===== config.mk =====
export PLATFORM = sky130hd
export DESIGN_NAME = fcb_credit_tx
export DESIGN_NICKNAME = d
export VERILOG_FILES = /design/src/rtl/fcb_pkg.sv /design/src/rtl/fcb_credit_counter.sv /design/src/rtl/fcb_credit_tx.sv
export SDC_FILE = /design/constraint.sdc
export NUM_CORES = 1
export LEC_CHECK = 0
export ABC_AREA = 1
export BUFFER_PORTS_ARGS = -buffer_cell sky130_fd_sc_hd__buf_2
export CAP_MARGIN = 40
export CELL_PAD_IN_SITES_DETAIL_PLACEMENT = 1
export CELL_PAD_IN_SITES_GLOBAL_PLACEMENT = 1
export CORE_AREA = 4 4 41 43
export CTS_CLUSTER_DIAMETER = 50
export DETAILED_ROUTE_END_ITERATION = 6
export DIE_AREA = 0 0 45 47
export GPL_TIMING_DRIVEN = 0
export MAX_ROUTING_LAYER = met4
export PLACE_DENSITY = 0.44
export SLEW_MARGIN = 15
export SYNTH_ARGS = -nofsm -noshare
export SYNTH_HDL_FRONTEND = slang
export SYNTH_SLANG_ARGS = --single-unit
export TNS_END_PERCENT = 5

===== constraint.sdc =====
create_clock -name clk -period 3 [get_ports clk]
set_clock_uncertainty 0.1 [all_clocks]
set_input_delay 0.45 -clock clk [delete_from_list [all_inputs] [get_ports clk]]
set_output_delay 0.45 -clock clk [all_outputs]
set_load 0.01 [all_outputs]

===== src/rtl/fcb_pkg.sv =====
// fcb_pkg: shared constants and helpers for the credit-based flow-control block family.
package fcb_pkg;
    localparam int FCB_DEFAULT_CREDITS = 2;

    function automatic int fcb_cnt_width(input int depth);
        return $clog2(depth + 1);
    endfunction
endpackage


===== src/rtl/fcb_credit_counter.sv =====
// fcb_credit_counter: saturating credit counter, decremented per send and incremented per returned credit.
module fcb_credit_counter
    import fcb_pkg::*;
#(
    parameter int max   = FCB_DEFAULT_CREDITS,
    parameter int cnt_w = fcb_cnt_width(max)
) (
    input  logic             clk,
    input  logic             rst,
    input  logic             dec,
    input  logic             inc,
    output logic [cnt_w-1:0] cnt,
    output logic             nonzero
);
    logic [cnt_w-1:0] cnt_q, cnt_d;
    logic [cnt_w:0]   sum;

    // One extra bit so a spurious return at max is seen and clamped, not wrapped.
    always_comb begin
        sum   = {1'b0, cnt_q} + (cnt_w+1)'(inc) - (cnt_w+1)'(dec);
        cnt_d = (sum > (cnt_w+1)'(max)) ? cnt_w'(max) : sum[cnt_w-1:0];
    end

    always_ff @(posedge clk or posedge rst) begin
        if (rst) cnt_q <= cnt_w'(max);
        else     cnt_q <= cnt_d;
    end

    assign cnt     = cnt_q;
    assign nonzero = cnt_q != '0;

    always_ff @(posedge clk) begin
        if (!rst) begin
            assert (!(inc && !dec && cnt_q == cnt_w'(max)));
            assert (!(dec && !inc && cnt_q == '0));
        end
    end
endmodule


===== src/rtl/fcb_credit_tx.sv =====
// fcb_credit_tx: credit-gated transmitter forwarding each accepted word as a registered one-cycle pulse.
// Optional FCB_CREDIT_TX_BYPASS_EN lets a credit returned this cycle be spent immediately.
module fcb_credit_tx
    import fcb_pkg::*;
#(
    parameter int  w       = 0,
    parameter int  credits = FCB_DEFAULT_CREDITS,
    parameter int  cnt_w   = fcb_cnt_width(credits),
    localparam int dw      = (w < 1) ? 1 : w
) (
    input  logic          clk,
    input  logic          rst,
    input  logic          up_vld,
    output logic          up_rdy,
    input  logic [dw-1:0] up_data,
    output logic          down_vld,
    output logic [dw-1:0] down_data,
    input  logic          credit_ret
);
    logic             fire, nonzero, down_vld_q;
    logic [dw-1:0]    down_data_q;
    logic [cnt_w-1:0] cnt;

    assign fire = up_vld & up_rdy;
`ifdef FCB_CREDIT_TX_BYPASS_EN
    assign up_rdy = nonzero | credit_ret;
`else
    assign up_rdy = nonzero;
`endif

    fcb_credit_counter #(.max(credits), .cnt_w(cnt_w)) u_cnt (
        .clk    (clk),
        .rst    (rst),
        .dec    (fire),
        .inc    (credit_ret),
        .cnt    (cnt),
        .nonzero(nonzero)
    );

    always_ff @(posedge clk or posedge rst) begin
        if (rst) down_vld_q <= 1'b0;
        else     down_vld_q <= fire;
    end

    always_ff @(posedge clk) begin
        if (fire) down_data_q <= up_data;
    end

    assign down_vld  = down_vld_q;
    assign down_data = down_data_q;

    always_ff @(posedge clk) begin
        if (!rst) assert (cnt <= cnt_w'(credits));
    end
endmodule

Word-level counts from Yosys, hierarchy flattened --
Cells that the tools add are included.
Operators by class: add/sub/neg operators 2, order comparisons 1, muxes and demuxes 1, bitwise logic cells 1, reductions and logical operators 1
Operators with widths (number):
- adder 2 x 1 -> 3 bit | 1
- > comparator 3 x 2 -> 1 bit, second input constant | 1
- subtractor 3 x 1 -> 3 bit | 1
- 2-to-1 mux 2 bit | 1
- nonzero test 2 bit | 1
- AND 1 bit | 1
Word-level totals: bits in registers 4, logic and storage cells 9

Longest topological paths before layout --
Gate-level depths: netlist of run 1.
depth after elaboration 5, gate-level depth with buffers 8

Modules after synthesis --
From an unflattened synthesis of run 1, not the netlist that was laid out.
Second synthesis, totals: cell total of the unflattened synthesis 23, area, all modules 217.7 um^2
By module, submodules not included:
- fcb_credit_counter | times used 1, cells each 18, area each 151.4 um^2, seq. area each 51.3 um^2
- fcb_credit_tx | times used 1, cells each 5, area each 66.3 um^2, seq. area each 55.1 um^2

Worst setup path after synthesis of run 1 --
No wires, ideal clock.
path type reg-to-reg, start register u_cnt.cnt_q[1], in the netlist u_cnt.cnt[1], end register u_cnt.cnt_q[1], in the netlist u_cnt.cnt[1], data arrival time 1.781 ns, required time 2.818 ns, path slack 1.037 ns, stages on the path, launching flop included 9, buffers on the path 0, clock period less this slack 1.963 ns, cells stage by stage dfstp_2 o21a_1 ha_1 inv_1 ha_1 fa_1 inv_1 nand2_1 or2_1
On the way: word-level cells in the longest chain between the ends 5, elaborated cells between the ends (all ways) 6, classes of those cells add/sub (2); order compare (1); mux (1); bitwise (1); reduce/logical (1)
RTL lines:
- from (decl) | line fcb_credit_counter.sv:15 | logic [cnt_w-1:0] cnt_q, cnt_d;
- from (signal assigned) | line fcb_credit_counter.sv:25 | if (rst) cnt_q <= cnt_w'(max);
- from (signal assigned) | line fcb_credit_counter.sv:26 | else cnt_q <= cnt_d;
- nonzero test 2 bit (*) | line fcb_credit_counter.sv:30 | assign nonzero = cnt_q != '0;
- AND 1 bit (*) | line fcb_credit_tx.sv:24 | assign fire = up_vld & up_rdy;
- via fire | line fcb_credit_tx.sv:20 | logic fire, nonzero, down_vld_q;
- subtractor 3 x 1 -> 3 bit (*) | line fcb_credit_counter.sv:20 | sum = {1'b0, cnt_q} + (cnt_w+1)'(inc) - (cnt_w+1)'(dec);
- > comparator 3 x 2 -> 1 bit | line fcb_credit_counter.sv:21 | cnt_d = (sum > (cnt_w+1)'(max)) ? cnt_w'(max) : sum[cnt_w-1:0];
- 2-to-1 mux 2 bit (*) | line fcb_credit_counter.sv:21
- via u_cnt.cnt_d[1] | line fcb_credit_counter.sv:15
Mark *: on every way through the listed nets, which the timed path passes. The rest lies on a longest branch. A chain may end at the register's enable or synchronous reset.

Worst setup path in the final report of run 1 --
Same ends and word-level chain as after synthesis.

==> flow_metrics.env, run 1 <==
export IMPL_outcome="finished, final reports clean"
export IMPL_die_area_um2=2120
export IMPL_antenna_left=0
export IMPL_clkSlewWorstSetupHoldPaths_ps=40
export IMPL_overflow=0
export IMPL_slew_violations=0
export IMPL_drv_cap=0
export IMPL_track_usage=0.0648
export IMPL_cts_buffers=3
export IMPL_drive_gt1_frac=0.333
export IMPL_hold_viol=0
export IMPL_globalplace_congestion=0.607
export IMPL_cts_setup_buffers=0
export IMPL_slew_headroom=0.900
export IMPL_syn_num_nets=29
export IMPL_ys_top_cells_by_area="dfrtp_1, edfxtp_1, dfstp_2, inv_1, ha_1"
export IMPL_finalWorstSetupSlack_ps=903
export IMPL_post_route_period_util=0.699
export IMPL_setup_viol=0
export IMPL_via_count=174
export IMPL_drt_wirelength_per_cell_um=9.77
export IMPL_firstDrtPassIters=2
export IMPL_final_core_util=0.232
export IMPL_cp_buffers_inverters=2
export IMPL_end_kind="flip-flop"
export IMPL_layout_common_cells="inv_1, buf_2, nand2_1, clkbuf_4"
export IMPL_r2r_slack_ps=900
export IMPL_rr_endpoint="u_cnt.cnt[1]"
export IMPL_fin_nets=42
export IMPL_min_to="down_data"
export IMPL_fin_cells=48
export IMPL_start_kind="flip-flop"
export IMPL_io_buffers=7
export IMPL_irDropWorstVdd_mv=0.239
export IMPL_clock_sinks=4
export IMPL_antenna_found_initial=0
export IMPL_swShare=0.360
export IMPL_p_int_mw=0.174
export IMPL_fmax_mhz=477
export IMPL_crit_path_max_fanout=4
export IMPL_initial_core_util=0.163
export IMPL_syn_instance_count=21
export IMPL_hold_class="in2reg"
export IMPL_clockPowerShare=0.276
export IMPL_rsz0062_at_grt="false"
export IMPL_drc=0
export IMPL_r2r_start="u_cnt.cnt[1]"
export IMPL_io_pins=8
export IMPL_area_growth_pct=42.6
export IMPL_ys_seq_area_frac=0.503
export IMPL_h_tree_depth=1
export IMPL_dp_worst_setup_slack_ps=862
export IMPL_synthDistinctLibCells=11
export IMPL_combPwrFrac=0.406
export IMPL_path_cells="o21a_1, ha_1, inv_1, ha_1, fa_1, inv_1, nand2_1, or2_1"
export IMPL_drt_total_wl_um=469
export IMPL_min_period_ps=2100
export IMPL_synth_top_cell_by_area="dfrtp_1"
export IMPL_pwr_share_seq=0.318
export IMPL_ys_ff_latch=4
export IMPL_die_width_um=45
export IMPL_antennaDiodeCount=0
export IMPL_crit_path_top_delay_cell="dfstp_2"
export IMPL_yosys_warnings=0
export IMPL_std_cell_rows=13
export IMPL_insertion_delay_ps=230
export IMPL_yosysTopAreaCellShare=0.237
export IMPL_cpPeakStageDelay_ps=550
export IMPL_p_per_area_nw_per_um2=901
export IMPL_reg2regPathDepth=8
export IMPL_die_h_um=47
export IMPL_cts_root_buf="clkbuf_4"
export IMPL_hp_start="up_data"
export IMPL_crit_type="reg2reg"
export IMPL_post_cts_resized=0
export IMPL_grt_pass1_vias=217
export IMPL_total_switching_power_mw=0.0979
export IMPL_leakagePower_nw=0.166
export IMPL_cts_tree="yes"
export IMPL_setup_tns_ps=0
export IMPL_required_ps=3050
export IMPL_power_total_mw=0.272
export IMPL_placed_cells=43
export IMPL_hold_depth=1
export IMPL_drt_iter0_drc=2
export IMPL_worst_pin_slew_ps=149
export IMPL_postSynthAreaPerCell_um2=10.1
export IMPL_cp_arrival_ps=2150
export IMPL_critical_path_top_delay_family="adder cells"
export IMPL_viasPerCell=3.63
export IMPL_grt_max_degree=5
export IMPL_clockBufferDepth=2
export IMPL_core_area_um2=1300
export IMPL_netlist_area_um2=211
export IMPL_grt_first_pass_wirelength_um=848
-- synth_stat cells --
cell / n
nor3_1: 1
dfstp_2: 1
edfxtp_1: 1
o21a_1: 1
nand2_1: 3
nor2_1: 1
inv_1: 7
dfrtp_1: 2
ha_1: 2
fa_1: 1
or2_1: 1
-- registers in the layout (all words and copies together), names as in the netlist --
register and flops:
down_data 1, down_vld 1, u_cnt.cnt 2
-- cells by family (layout without fill, tap and decap cells) --
kind of cell | count (synthesis) | after routing | synth area share
fa+ha+maj | 3 | 3 | 0.213
flops | 4 | 4 | 0.503
simple gates | 6 | 6 | 0.124
compound gates | 1 | 1 | 0.0355
buf+inv | 7 | 19 | 0.124
-- power groups by stage --
stage | clock, mW | combinational (mW) | sequential (mW)
3_5_place_dp | 0 | 0.112 | 0.0878
6_report | 0.0750 | 0.110 | 0.0864
5_1_grt | 0.0849 | 0.130 | 0.0888
2_1_floorplan | 0 | 0.0756 | 0.0881
4_1_cts | 0.0796 | 0.114 | 0.0874
3_3_place_gp | 0 | 0.107 | 0.0873
-- final cells by class --
type	count	area (µm²)
fill	162	1000
sequential	4	106
multi-input combinational	10	78.8
timing repair buffer	8	45.0
clock buffer	4	26.3
inverter	7	26.3
tap	15	18.8
-- through the flow --
stage | cell area [µm²] | hold slack [ps]
finish | 302 | 296
global route | 302 | 279
CTS | 302 | 287
detailed placement | 265 | 222
global placement | 265 | 221
floorplan | 211 | 103
-- metal layers --
layer	vias up	wire length, µm	global-route usage	part of all wire
met5	-	0	-	0
met2	5	234	0.107	0.50
met3	0	43	0.0613	0.092
met4	0	0	0.0351	0
li1	84	-	-	-
met1	85	191	0.0438	0.41
-- how the worst max path moves through the flow --
stage | end | depth (start not counted) | from | slack [ps]
2_1_floorplan | u_cnt.cnt[1] | 8 | u_cnt.cnt[1] | 1040
3_5_place_dp | u_cnt.cnt[1] | 9 | up_vld | 860
3_3_place_gp | u_cnt.cnt[1] | 9 | up_vld | 880
5_1_grt | u_cnt.cnt[1] | 8 | u_cnt.cnt[1] | 800
4_1_cts | u_cnt.cnt[1] | 8 | u_cnt.cnt[1] | 890
6_report | u_cnt.cnt[1] | 8 | u_cnt.cnt[1] | 900
-- worst register-to-register path, delay by kind of cell, from the launching register on --
kind | cells | cell delay [ps]
adders and majority gates | 3 | 800
AOI/OAI and AO/OA | 1 | 170
buffers and inverters | 2 | 130
and+or+nand+nor | 2 | 270
DFF | 1 | 550
-- repair_timing --
action / in CTS / in global routing
hold buffers: 1 / 0
endpoints found under the hold margin: 2 / 0
endpoints found under the setup margin: 0 / 0
Note: power is estimated with default switching activity, not from simulation.
==> run 2, diff against run 1 <==
--- a/config.mk
+++ b/config.mk
@@ -16,7 +16,7 @@
 export DIE_AREA = 0 0 45 47
 export GPL_TIMING_DRIVEN = 0
 export MAX_ROUTING_LAYER = met4
-export PLACE_DENSITY = 0.44
+export PLACE_DENSITY = 0.46
 export SLEW_MARGIN = 15
 export SYNTH_ARGS = -nofsm -noshare
 export SYNTH_HDL_FRONTEND = slang
==> constraint.sdc (replaced) <==
create_clock -name clk -period 1.85 [get_ports clk]
set_clock_uncertainty 0.1 [all_clocks]
set_input_delay 0.2775 -clock clk [delete_from_list [all_inputs] [get_ports clk]]
set_output_delay 0.2775 -clock clk [all_outputs]
set_load 0.01 [all_outputs]
==> run 2 against run 1 <==
Clock-buffer cell count did not move. First-iteration DRC count fell by 50%. Final cell count rose by 4.2%. Critical endpoint unchanged. The run now ends with negative setup slack left.
==> flow_metrics.env, run 2 (same netlist as run 1, synthesis figures left out) <==
export IMPL_outcome="finished with violations"
export IMPL_violations="negative setup slack"
export IMPL_viasPerCell=3.50
export IMPL_grt_pass1_vias=206
export IMPL_total_switching_power_mw=0.154
export IMPL_antennaDiodeCount=0
export IMPL_finalWorstSetupSlack_ps=-193
export IMPL_cts_buffers=3
export IMPL_clkSlewWorstSetupHoldPaths_ps=40
export IMPL_cp_buffers_inverters=2
export IMPL_slew_headroom=0.900
export IMPL_crit_type="reg2reg"
export IMPL_cts_tree="yes"
export IMPL_slew_violations=0
export IMPL_p_per_area_nw_per_um2=1420
export IMPL_hold_viol=0
export IMPL_insertion_delay_ps=230
export IMPL_io_buffers=7
export IMPL_combPwrFrac=0.426
export IMPL_h_tree_depth=1
export IMPL_end_kind="flip-flop"
export IMPL_leakagePower_nw=0.176
export IMPL_cpPeakStageDelay_ps=540
export IMPL_post_cts_resized=0
export IMPL_area_growth_pct=49.7
export IMPL_track_usage=0.0574
export IMPL_layout_common_cells="inv_1, buf_2, nand2_1, clkbuf_4"
export IMPL_via_count=175
export IMPL_drt_iter0_drc=1
export IMPL_drv_cap=0
export IMPL_cp_arrival_ps=2100
export IMPL_grt_max_degree=5
export IMPL_die_h_um=47
export IMPL_initial_core_util=0.163
export IMPL_fill_cells=163
export IMPL_drive_gt1_frac=0.371
export IMPL_drc=0
export IMPL_path_cells="o21a_1, ha_1, inv_1, ha_1, fa_1, inv_1, nand2_1, or2_1"
export IMPL_crit_path_top_delay_cell="dfstp_2"
export IMPL_post_route_period_util=1.10
export IMPL_critical_path_top_delay_family="adder cells"
export IMPL_setup_viol=2
export IMPL_firstDrtPassIters=2
export IMPL_detailed_place_hpwl_um=360
export IMPL_fmax_mhz=490
export IMPL_std_cell_rows=13
export IMPL_required_ps=1900
export IMPL_fin_nets=44
export IMPL_irDropWorstVdd_mv=0.387
export IMPL_rsz0062_at_grt="true"
export IMPL_min_period_ps=2040
export IMPL_crit_path_max_fanout=4
export IMPL_cts_root_buf="clkbuf_4"
export IMPL_antenna_left=0
export IMPL_drt_wirelength_per_cell_um=8.44
export IMPL_clockPowerShare=0.264
export IMPL_antenna_found_initial=0
export IMPL_start_kind="flip-flop"
export IMPL_setup_tns_ps=-327
export IMPL_grt_first_pass_wirelength_um=759
export IMPL_pwr_share_seq=0.309
export IMPL_die_area_um2=2120
export IMPL_swShare=0.343
export IMPL_largest_reg_flops=2
export IMPL_clock_sinks=4
export IMPL_io_pins=8
export IMPL_clockBufferDepth=2
export IMPL_worst_pin_slew_ps=149
export IMPL_hold_class="in2reg"
export IMPL_overflow=0
export IMPL_drt_total_wl_um=422
export IMPL_die_width_um=45
export IMPL_p_int_mw=0.296
export IMPL_globalplace_congestion=0.621
export IMPL_timing_hold_ws_ps=116
export IMPL_largest_register="u_cnt.cnt"
export IMPL_core_area_um2=1300
-- run 2: layout make-up --
class	count	area, µm²	area share
sequential	4	106	0.336
clock buffer	4	26.3	0.0830
timing repair buffer	10	60.1	0.190
multi-input combinational	10	78.8	0.249
inverter	7	26.3	0.0830
tap	15	18.8	0.0593
-- run 2: power groups by stage --
stage | combinational [mW] | clock, mW | sequential [mW]
floorplan | 0.123 | 0 | 0.143
global placement | 0.173 | 0 | 0.142
detailed placement | 0.183 | 0 | 0.141
CTS | 0.194 | 0.126 | 0.140
global route | 0.230 | 0.133 | 0.144
finish | 0.192 | 0.119 | 0.139
-- run 2: what timing repair did --
action                     4_1_cts  5_1_grt
pin swaps                        1        1
gates cloned                     0        0
hold buffers                     1        0
setup endpoints to repair        2        2
setup buffers                    1        1
hold endpoints to repair         3        0
-- run 2: routing by layer --
metal  up-vias  GRT usage  routed length [µm]
met5         -          -                   0
li1         88          -                   -
met1        80     0.0484                 168
met3         0     0.0575                  49
met2         7     0.0876                 204
met4         0     0.0175                   0
-- run 2: path summary, 6_finish.rpt --
path                              start           end  slack [ps]  depth (start not counted)
hold / removal                  up_data     down_data         120                          1
max in group asynchronous           rst  u_cnt.cnt[1]        1090                          3
setup / recovery           u_cnt.cnt[1]  u_cnt.cnt[1]        -190                          8
min in group asynchronous           rst      down_vld         340                          3
setup reg to reg           u_cnt.cnt[1]  u_cnt.cnt[1]        -190                          8
hold reg to reg            u_cnt.cnt[1]  u_cnt.cnt[0]         490                          2
-- run 2: through the flow --
step | power (mW) | instances | area, µm² | worst slack [ps] | util
final | 0.450 | 50 | 317 | -193 | 0.243
after global routing | 0.508 | 50 | 317 | -309 | 0.243
after CTS | 0.459 | 49 | 309 | -229 | 0.238
after detailed placement | 0.323 | 43 | 265 | -245 | 0.204
after global placement | 0.315 | 43 | 265 | -223 | 0.204
after floorplan | 0.266 | 21 | 211 | -113 | -
